--- config.mk ---
export PLATFORM = sky130hd
export DESIGN_NAME = image_loader
export DESIGN_NICKNAME = d
export VERILOG_FILES = /design/src/rtl/image_loader_pkg.sv /design/src/rtl/loader_tx.sv /design/src/rtl/image_loader.sv
export SDC_FILE = /design/constraint.sdc
export NUM_CORES = 1
export LEC_CHECK = 0
export CAP_MARGIN = 30
export CORE_ASPECT_RATIO = 0.75
export CORE_MARGIN = 2
export CORE_UTILIZATION = 49
export CTS_CLUSTER_DIAMETER = 40
export CTS_CLUSTER_SIZE = 16
export DETAILED_ROUTE_END_ITERATION = 12
export PLACE_DENSITY = 0.77
export SYNTH_ARGS = -nofsm -noshare
export SYNTH_HDL_FRONTEND = slang
export SYNTH_SLANG_ARGS = --single-unit
export TNS_END_PERCENT = 1
--- constraint.sdc ---
create_clock -name clk -period 2.6 [get_ports clk]
set_clock_uncertainty 0.1 [all_clocks]
set_input_delay 0.52 -clock clk [delete_from_list [all_inputs] [get_ports clk]]
set_output_delay 0.52 -clock clk [all_outputs]
set_load 0.005 [all_outputs]
--- src/rtl/image_loader_pkg.sv ---
// Shared constants for the boot loader: one-hot FSM encodings and protocol bytes.
package image_loader_pkg;

    localparam logic [7:0] StIdle   = 8'b0000_0001;
    localparam logic [7:0] StLen0   = 8'b0000_0010;
    localparam logic [7:0] StLen1   = 8'b0000_0100;
    localparam logic [7:0] StData   = 8'b0000_1000;
    localparam logic [7:0] StCsum   = 8'b0001_0000;
    localparam logic [7:0] StResp   = 8'b0010_0000;
    localparam logic [7:0] StRun    = 8'b0100_0000;
    localparam logic [7:0] StExitTx = 8'b1000_0000;

    localparam logic [7:0] SyncByte    = 8'hA5;
    localparam logic [7:0] AckByte     = 8'h06;
    localparam logic [7:0] NakByte     = 8'h15;
    localparam logic [7:0] ExitTagByte = 8'h45;

    // Byte n of the exit code, LSB first.
    function automatic logic [7:0] code_byte(input logic [31:0] code, input logic [2:0] n);
        logic [7:0] b;
        b = code[7:0];
        case (n)
            3'd1:    b = code[15:8];
            3'd2:    b = code[23:16];
            3'd3:    b = code[31:24];
            default: b = code[7:0];
        endcase
        return b;
    endfunction

endpackage

--- src/rtl/loader_tx.sv ---
// One-byte outbound holding register; the loader FSM loads it and waits on ready.
module loader_tx (
    input  logic       clk,
    input  logic       reset,
    input  logic       load,
    input  logic [7:0] load_data,
    output logic       ready,
    output logic [7:0] tx_data,
    output logic       tx_valid,
    input  logic       tx_ready
);

    logic [7:0] data_q;
    logic       valid_q;

    always_ff @(posedge clk) begin
        if (reset) begin
            data_q  <= 8'h00;
            valid_q <= 1'b0;
        end else if (load) begin
            data_q  <= load_data;
            valid_q <= 1'b1;
        end else if (tx_ready) begin
            valid_q <= 1'b0;
        end
    end

    assign ready    = ~valid_q;
    assign tx_data  = data_q;
    assign tx_valid = valid_q;

endmodule

--- src/rtl/image_loader.sv ---
// Boot stage: streams a program image into core RAM, answers ACK/NAK, runs the
// core and reports its exit code before re-holding it in reset.
module image_loader
    import image_loader_pkg::*;
#(
    parameter int unsigned ADDR_WIDTH = 12,
    parameter logic [7:0]  SYNC       = SyncByte,
    parameter logic [7:0]  ACK        = AckByte,
    parameter logic [7:0]  NAK        = NakByte,
    parameter logic [7:0]  EXIT_TAG   = ExitTagByte
) (
    input  logic                  clk,
    input  logic                  reset,
    input  logic [7:0]            rx_data,
    input  logic                  rx_valid,
    output logic                  rx_ready,
    output logic [7:0]            tx_data,
    output logic                  tx_valid,
    input  logic                  tx_ready,
    output logic [ADDR_WIDTH-3:0] ram_addr,
    output logic [31:0]           ram_din,
    output logic [3:0]            ram_bwe,
    output logic                  core_resetn,
    input  logic                  core_exit,
    input  logic [31:0]           core_exitcode
);

    localparam int unsigned Capacity = 2 ** (ADDR_WIDTH - 2);

    logic [7:0]            state_q, state_d;
    logic [15:0]           len_q, len_d;
    logic [15:0]           idx_q, idx_d;
    logic [1:0]            bcnt_q, bcnt_d;
    logic [31:0]           word_q, word_d;
    logic [7:0]            sum_q, sum_d;
    logic [31:0]           code_q, code_d;
    logic [2:0]            ecnt_q, ecnt_d;
    logic                  ok_q, ok_d;
    logic                  core_resetn_q, core_resetn_d;
    logic                  rx_ready_q, rx_ready_d;
    logic [ADDR_WIDTH-3:0] ram_addr_q, ram_addr_d;
    logic [31:0]           ram_din_q, ram_din_d;
    logic [3:0]            ram_bwe_q, ram_bwe_d;

    logic       rx_fire;
    logic [15:0] len_full;
    logic       tx_load;
    logic [7:0] tx_byte;
    logic       tx_free;

    assign rx_fire  = rx_valid & rx_ready_q;
    assign len_full = {rx_data, len_q[7:0]};

    always_comb begin
        state_d       = state_q;
        len_d         = len_q;
        idx_d         = idx_q;
        bcnt_d        = bcnt_q;
        word_d        = word_q;
        sum_d         = sum_q;
        code_d        = code_q;
        ecnt_d        = ecnt_q;
        ok_d          = ok_q;
        core_resetn_d = core_resetn_q;
        ram_addr_d    = ram_addr_q;
        ram_din_d     = ram_din_q;
        ram_bwe_d     = 4'b0000;
        tx_load       = 1'b0;
        tx_byte       = NAK;

        case (state_q)
            StIdle: begin
                if (rx_fire && rx_data == SYNC) state_d = StLen0;
            end
            StLen0: begin
                if (rx_fire) begin
                    len_d[7:0] = rx_data;
                    state_d    = StLen1;
                end
            end
            StLen1: begin
                if (rx_fire) begin
                    len_d  = len_full;
                    idx_d  = 16'd0;
                    bcnt_d = 2'd0;
                    sum_d  = 8'd0;
                    if ({1'b0, len_full} > 17'(Capacity)) begin
                        tx_load = 1'b1;
                        tx_byte = NAK;
                        ok_d    = 1'b0;
                        state_d = StResp;
                    end else if (len_full == 16'd0) begin
                        state_d = StCsum;
                    end else begin
                        state_d = StData;
                    end
                end
            end
            StData: begin
                if (rx_fire) begin
                    word_d = {rx_data, word_q[31:8]};
                    sum_d  = sum_q + rx_data;
                    bcnt_d = bcnt_q + 2'd1;
                    if (bcnt_q == 2'd3) begin
                        ram_din_d  = word_d;
                        ram_addr_d = idx_q[ADDR_WIDTH-3:0];
                        ram_bwe_d  = 4'b1111;
                        idx_d      = idx_q + 16'd1;
                        if (idx_q == len_q - 16'd1) state_d = StCsum;
                    end
                end
            end
            StCsum: begin
                if (rx_fire) begin
                    tx_load = 1'b1;
                    ok_d    = (rx_data == sum_q);
                    tx_byte = (rx_data == sum_q) ? ACK : NAK;
                    state_d = StResp;
                end
            end
            StResp: begin
                if (tx_free) begin
                    if (ok_q) begin
                        core_resetn_d = 1'b1;
                        state_d       = StRun;
                    end else begin
                        state_d = StIdle;
                    end
                end
            end
            StRun: begin
                if (core_exit) begin
                    code_d        = core_exitcode;
                    core_resetn_d = 1'b0;
                    tx_load       = 1'b1;
                    tx_byte       = EXIT_TAG;
                    ecnt_d        = 3'd0;
                    state_d       = StExitTx;
                end
            end
            StExitTx: begin
                // ecnt counts exit-code bytes already handed to the tx register.
                if (tx_free) begin
                    if (ecnt_q == 3'd4) begin
                        state_d = StIdle;
                    end else begin
                        tx_load = 1'b1;
                        tx_byte = code_byte(code_q, ecnt_q);
                        ecnt_d  = ecnt_q + 3'd1;
                    end
                end
            end
            default: state_d = StIdle;
        endcase

        rx_ready_d = (state_d == StIdle) || (state_d == StLen0) || (state_d == StLen1) ||
                     (state_d == StData) || (state_d == StCsum);
    end

    always_ff @(posedge clk) begin
        if (reset) begin
            state_q       <= StIdle;
            len_q         <= 16'd0;
            idx_q         <= 16'd0;
            bcnt_q        <= 2'd0;
            word_q        <= 32'd0;
            sum_q         <= 8'd0;
            code_q        <= 32'd0;
            ecnt_q        <= 3'd0;
            ok_q          <= 1'b0;
            core_resetn_q <= 1'b0;
            rx_ready_q    <= 1'b0;
            ram_addr_q    <= '0;
            ram_din_q     <= 32'd0;
            ram_bwe_q     <= 4'b0000;
        end else begin
            state_q       <= state_d;
            len_q         <= len_d;
            idx_q         <= idx_d;
            bcnt_q        <= bcnt_d;
            word_q        <= word_d;
            sum_q         <= sum_d;
            code_q        <= code_d;
            ecnt_q        <= ecnt_d;
            ok_q          <= ok_d;
            core_resetn_q <= core_resetn_d;
            rx_ready_q    <= rx_ready_d;
            ram_addr_q    <= ram_addr_d;
            ram_din_q     <= ram_din_d;
            ram_bwe_q     <= ram_bwe_d;
        end
    end

    loader_tx u_tx (
        .clk      (clk),
        .reset    (reset),
        .load     (tx_load),
        .load_data(tx_byte),
        .ready    (tx_free),
        .tx_data  (tx_data),
        .tx_valid (tx_valid),
        .tx_ready (tx_ready)
    );

    assign rx_ready    = rx_ready_q;
    assign ram_addr    = ram_addr_q;
    assign ram_din     = ram_din_q;
    assign ram_bwe     = ram_bwe_q;
    assign core_resetn = core_resetn_q;

endmodule
==> flow_summary.json <==
{
  "outcome": "complete, no violations",
  "final_nets": 1084,
  "fin_crit_sh_pct": 95.8,
  "seq_power_share_pct": 49.7,
  "port_buffers": 101,
  "utilization_pct": 64.4,
  "routed_wl_mm": 18.9,
  "die_area_mm2": 0.0157,
  "layout_commonest_cell": "nand2_1",
  "synth_cell_types": 64,
  "grt_pass1_vias": 6001,
  "start_util_pct": 50.0,
  "drive_gt1_share_pct": 10.1,
  "syn_area_mm2": 0.00722,
  "crit_path_end_kind": "flip-flop",
  "drv_slew": 0,
  "dpl_cell_area_mm2": 0.00870,
  "dp_hpwl_mm": 13.2,
  "final_cell_mix": "nand2_1, dfxtp_1, a21oi_1",
  "cp_max_fo": 3,
  "p_leak_uw": 0.00336,
  "cts.path.max_buffers": 2,
  "path_cells": "inv_1 -> ha_4 -> or4b_4 -> or4_4 -> nor3_2 -> o22ai_2 -> a2111oi_4 -> a21oi_2 -> nor2_1",
  "route.detailed.drc": 0,
  "clkTransAtPathRegs_ns": 0.07,
  "grt_max_degree": 59,
  "grt_antenna_before_repair": 0,
  "grt_overflow_total": 0,
  "crit_arrival_ns": 2.75,
  "max_slew_margin_pct": 54.1,
  "synthArstFlopShare_pct": 0,
  "gp_congestion": 0.904,
  "syn_area_per_cell_um2": 7.98,
  "num_antenna_cells": 0,
  "rows": 38,
  "coreArea_mm2": 0.0145,
  "routed_via_density": 5.39,
  "root_buffer": "clkbuf_16",
  "dr.pass1.iters": 5,
  "vias": 6660,
  "h-tree-depth": 4,
  "tns_ns": 0,
  "combPwrFrac_pct": 3.8,
  "stdcell_area_mm2": 0.00930,
  "setup_violations": 0,
  "worst-setup-path-type": "flip-flop to flip-flop",
  "start_kind": "flip-flop",
  "hold_class": "flip-flop to flip-flop",
  "power_switching_uw": 1190,
  "grt_pass1_wl_mm": 30.4,
  "cts_tree": "yes",
  "clock_latency_ns": 0.43,
  "fp.dieH_um": 109,
  "power_switching_share_pct": 23.5,
  "drv_cap": 0,
  "vdd_ir_drop_max_mv": 0.432,
  "tightest_slew_ns": 0.687,
  "power.density_mw_per_mm2": 544,
  "die_width_um": 144,
  "worstPathRequired_ns": 2.86,
  "hold_violations": 0,
  "syn_inst": 905,
  "slowest_delay_ns": 0.48,
  "synth_edf_count": 0,
  "ant_nets": 0,
  "synth_seq_area_share_pct": 45.5,
  "synth_seq_cells": 164,
  "grt_setup_unrepaired": "yes",
  "intPower_uw": 3870,
  "p_total_uw": 5060,
  "cts.sinks": 164,
  "yosys_warnings": 0,
  "fmax_mhz": 401,
  "drt_iter0_drc": 641,
  "io_pins": 102,
  "syn_to_final_growth_pct": 28.8,
  "syn_nets": 966,
  "wl_per_cell_um": 15.3,
  "grt.total_usage_pct": 24.4,
  "clkPwrFrac_pct": 46.6,
  "slowest_stage": "or4b_4",
  "min_period_ns": 2.49,
  "cts_buffers": 17,
  "cts_hold_buffers": 0,
  "synth_ff_type": "dfxtp_1"
}
registers in the layout, summed over array words and instances, names as in the netlist:
| register | flops |
|---|---|
| bcnt_q | 2 |
| code_q | 32 |
| core_resetn | 1 |
| ecnt_q | 3 |
| idx_q | 16 |
| len_q | 16 |
| ok_q | 1 |
| ram_addr | 10 |
| ram_bwe | 1 |
| ram_din | 32 |
| rx_ready | 1 |
| state_q | 8 |
| sum_q | 8 |
| u_tx.tx_data | 8 |
| u_tx.tx_valid | 1 |
| word_q | 24 |
power by group through the flow:
| stage | clock, µW | combinational [µW] | sequential (µW) |
|---|---|---|---|
| 2_1_floorplan | 0 | 60.3 | 2570 |
| 3_3_place_gp | 0 | 188 | 2570 |
| 3_5_place_dp | 0 | 188 | 2570 |
| 4_1_cts | 2380 | 189 | 2510 |
| 5_1_grt | 2480 | 203 | 2510 |
| 6_report | 2350 | 190 | 2510 |
worst max-delay path: cells and delay by family (launching register included):
family / cells / cell delay (ns)
AOI/OAI and AO/OA: 3 / 0.60
adders and majority gates: 1 / 0.15
buffers and inverters: 1 / 0.09
DFF: 1 / 0.31
and+or+nand+nor: 4 / 1.18
per-layer routing:
| layer | up-vias | wire length (µm) | global-route usage (%) |
|---|---|---|---|
| met2 | 176 | 8300 | 36.3 |
| met4 | 0 | 198 | 6.45 |
| met5 | - | 0 | 0 |
| li1 | 3320 | - | - |
| met3 | 18 | 1070 | 4.00 |
| met1 | 3146 | 9280 | 36.7 |
final cells by class:
class | count | area (µm²)
Clock buffer | 19 | 433
Clock inverter | 13 | 116
Fill cell | 1253 | 5150
Inverter | 10 | 37.5
Multi-Input combinational cell | 674 | 3710
Sequential cell | 164 | 3280
Tap cell | 200 | 250
Timing Repair Buffer | 156 | 1470
Yosys cell counts, types with 2 or more instances:
cell	instances	share of area [%]
nand2_1	240	12
dfxtp_1	164	45
a21oi_1	132	9.1
nor2_1	80	4.2
clkbuf_1	52	2.7
xnor2_1	22	2.7
xor2_1	19	2.3
ha_1	15	2.6
nand3_1	14	0.97
inv_1	10	0.52
nand4_1	10	0.87
nor3_1	10	0.69
mux2i_1	9	1.2
nor2b_1	9	0.78
o21ai_0	9	0.62
a211oi_1	8	0.83
a222oi_1	8	1.1
a22oi_1	8	0.83
nand2b_1	7	0.61
or3_1	7	0.61
a31oi_1	6	0.52
a21o_1	4	0.42
and4b_1	4	0.55
nor3b_1	4	0.42
nor4_1	4	0.35
and2_1	3	0.26
buf_4	3	0.31
or2_2	3	0.26
or4_1	3	0.31
and3_1	2	0.17
and4_1	2	0.24
nand3b_1	2	0.21
cells by family (layout without fill, tap and decap cells):
kind of cell	count (synthesis)	in the layout	share of synthesized area, %
AO/OA/AOI/OAI	195	195	16.3
XOR/XNOR	41	41	4.97
adder cells (fa/ha/maj)	16	16	2.88
buffers and inverters	67	198	3.76
flip-flops	164	164	45.5
multiplexers	10	10	1.40
AND/OR/NAND/NOR	412	412	25.3
per-stage QoR:
step / setup slack [ns] / cells / hold slack [ns]
floorplan: 0.0847 / 905 / 0.332
global placement: -0.187 / 1202 / 0.344
detailed placement: -0.243 / 1202 / 0.345
CTS: 0.00844 / 1234 / 0.355
global route: -0.0138 / 1236 / 0.371
finish: 0.109 / 1236 / 0.356
path summary, 6_finish.rpt:
kind                                    to  startpoint  slack [ns]  depth (start not counted)
worst max register to register  state_q[4]    len_q[0]        0.11                          9
worst min register to register  ram_din[2]  ram_din[2]        0.36                          2
worst min-delay path            ram_din[2]  ram_din[2]        0.36                          2
worst max-delay path            state_q[4]    len_q[0]        0.11                          9
what timing repair did:
| action | in CTS | in global routing |
|---|---|---|
| endpoints found under the setup margin | 1 | 12 |
| setup buffers | 0 | 2 |
| pin swaps | 5 | 1 |
| resized for setup | 3 | 3 |
Note: power is estimated with default switching activity, not from simulation.
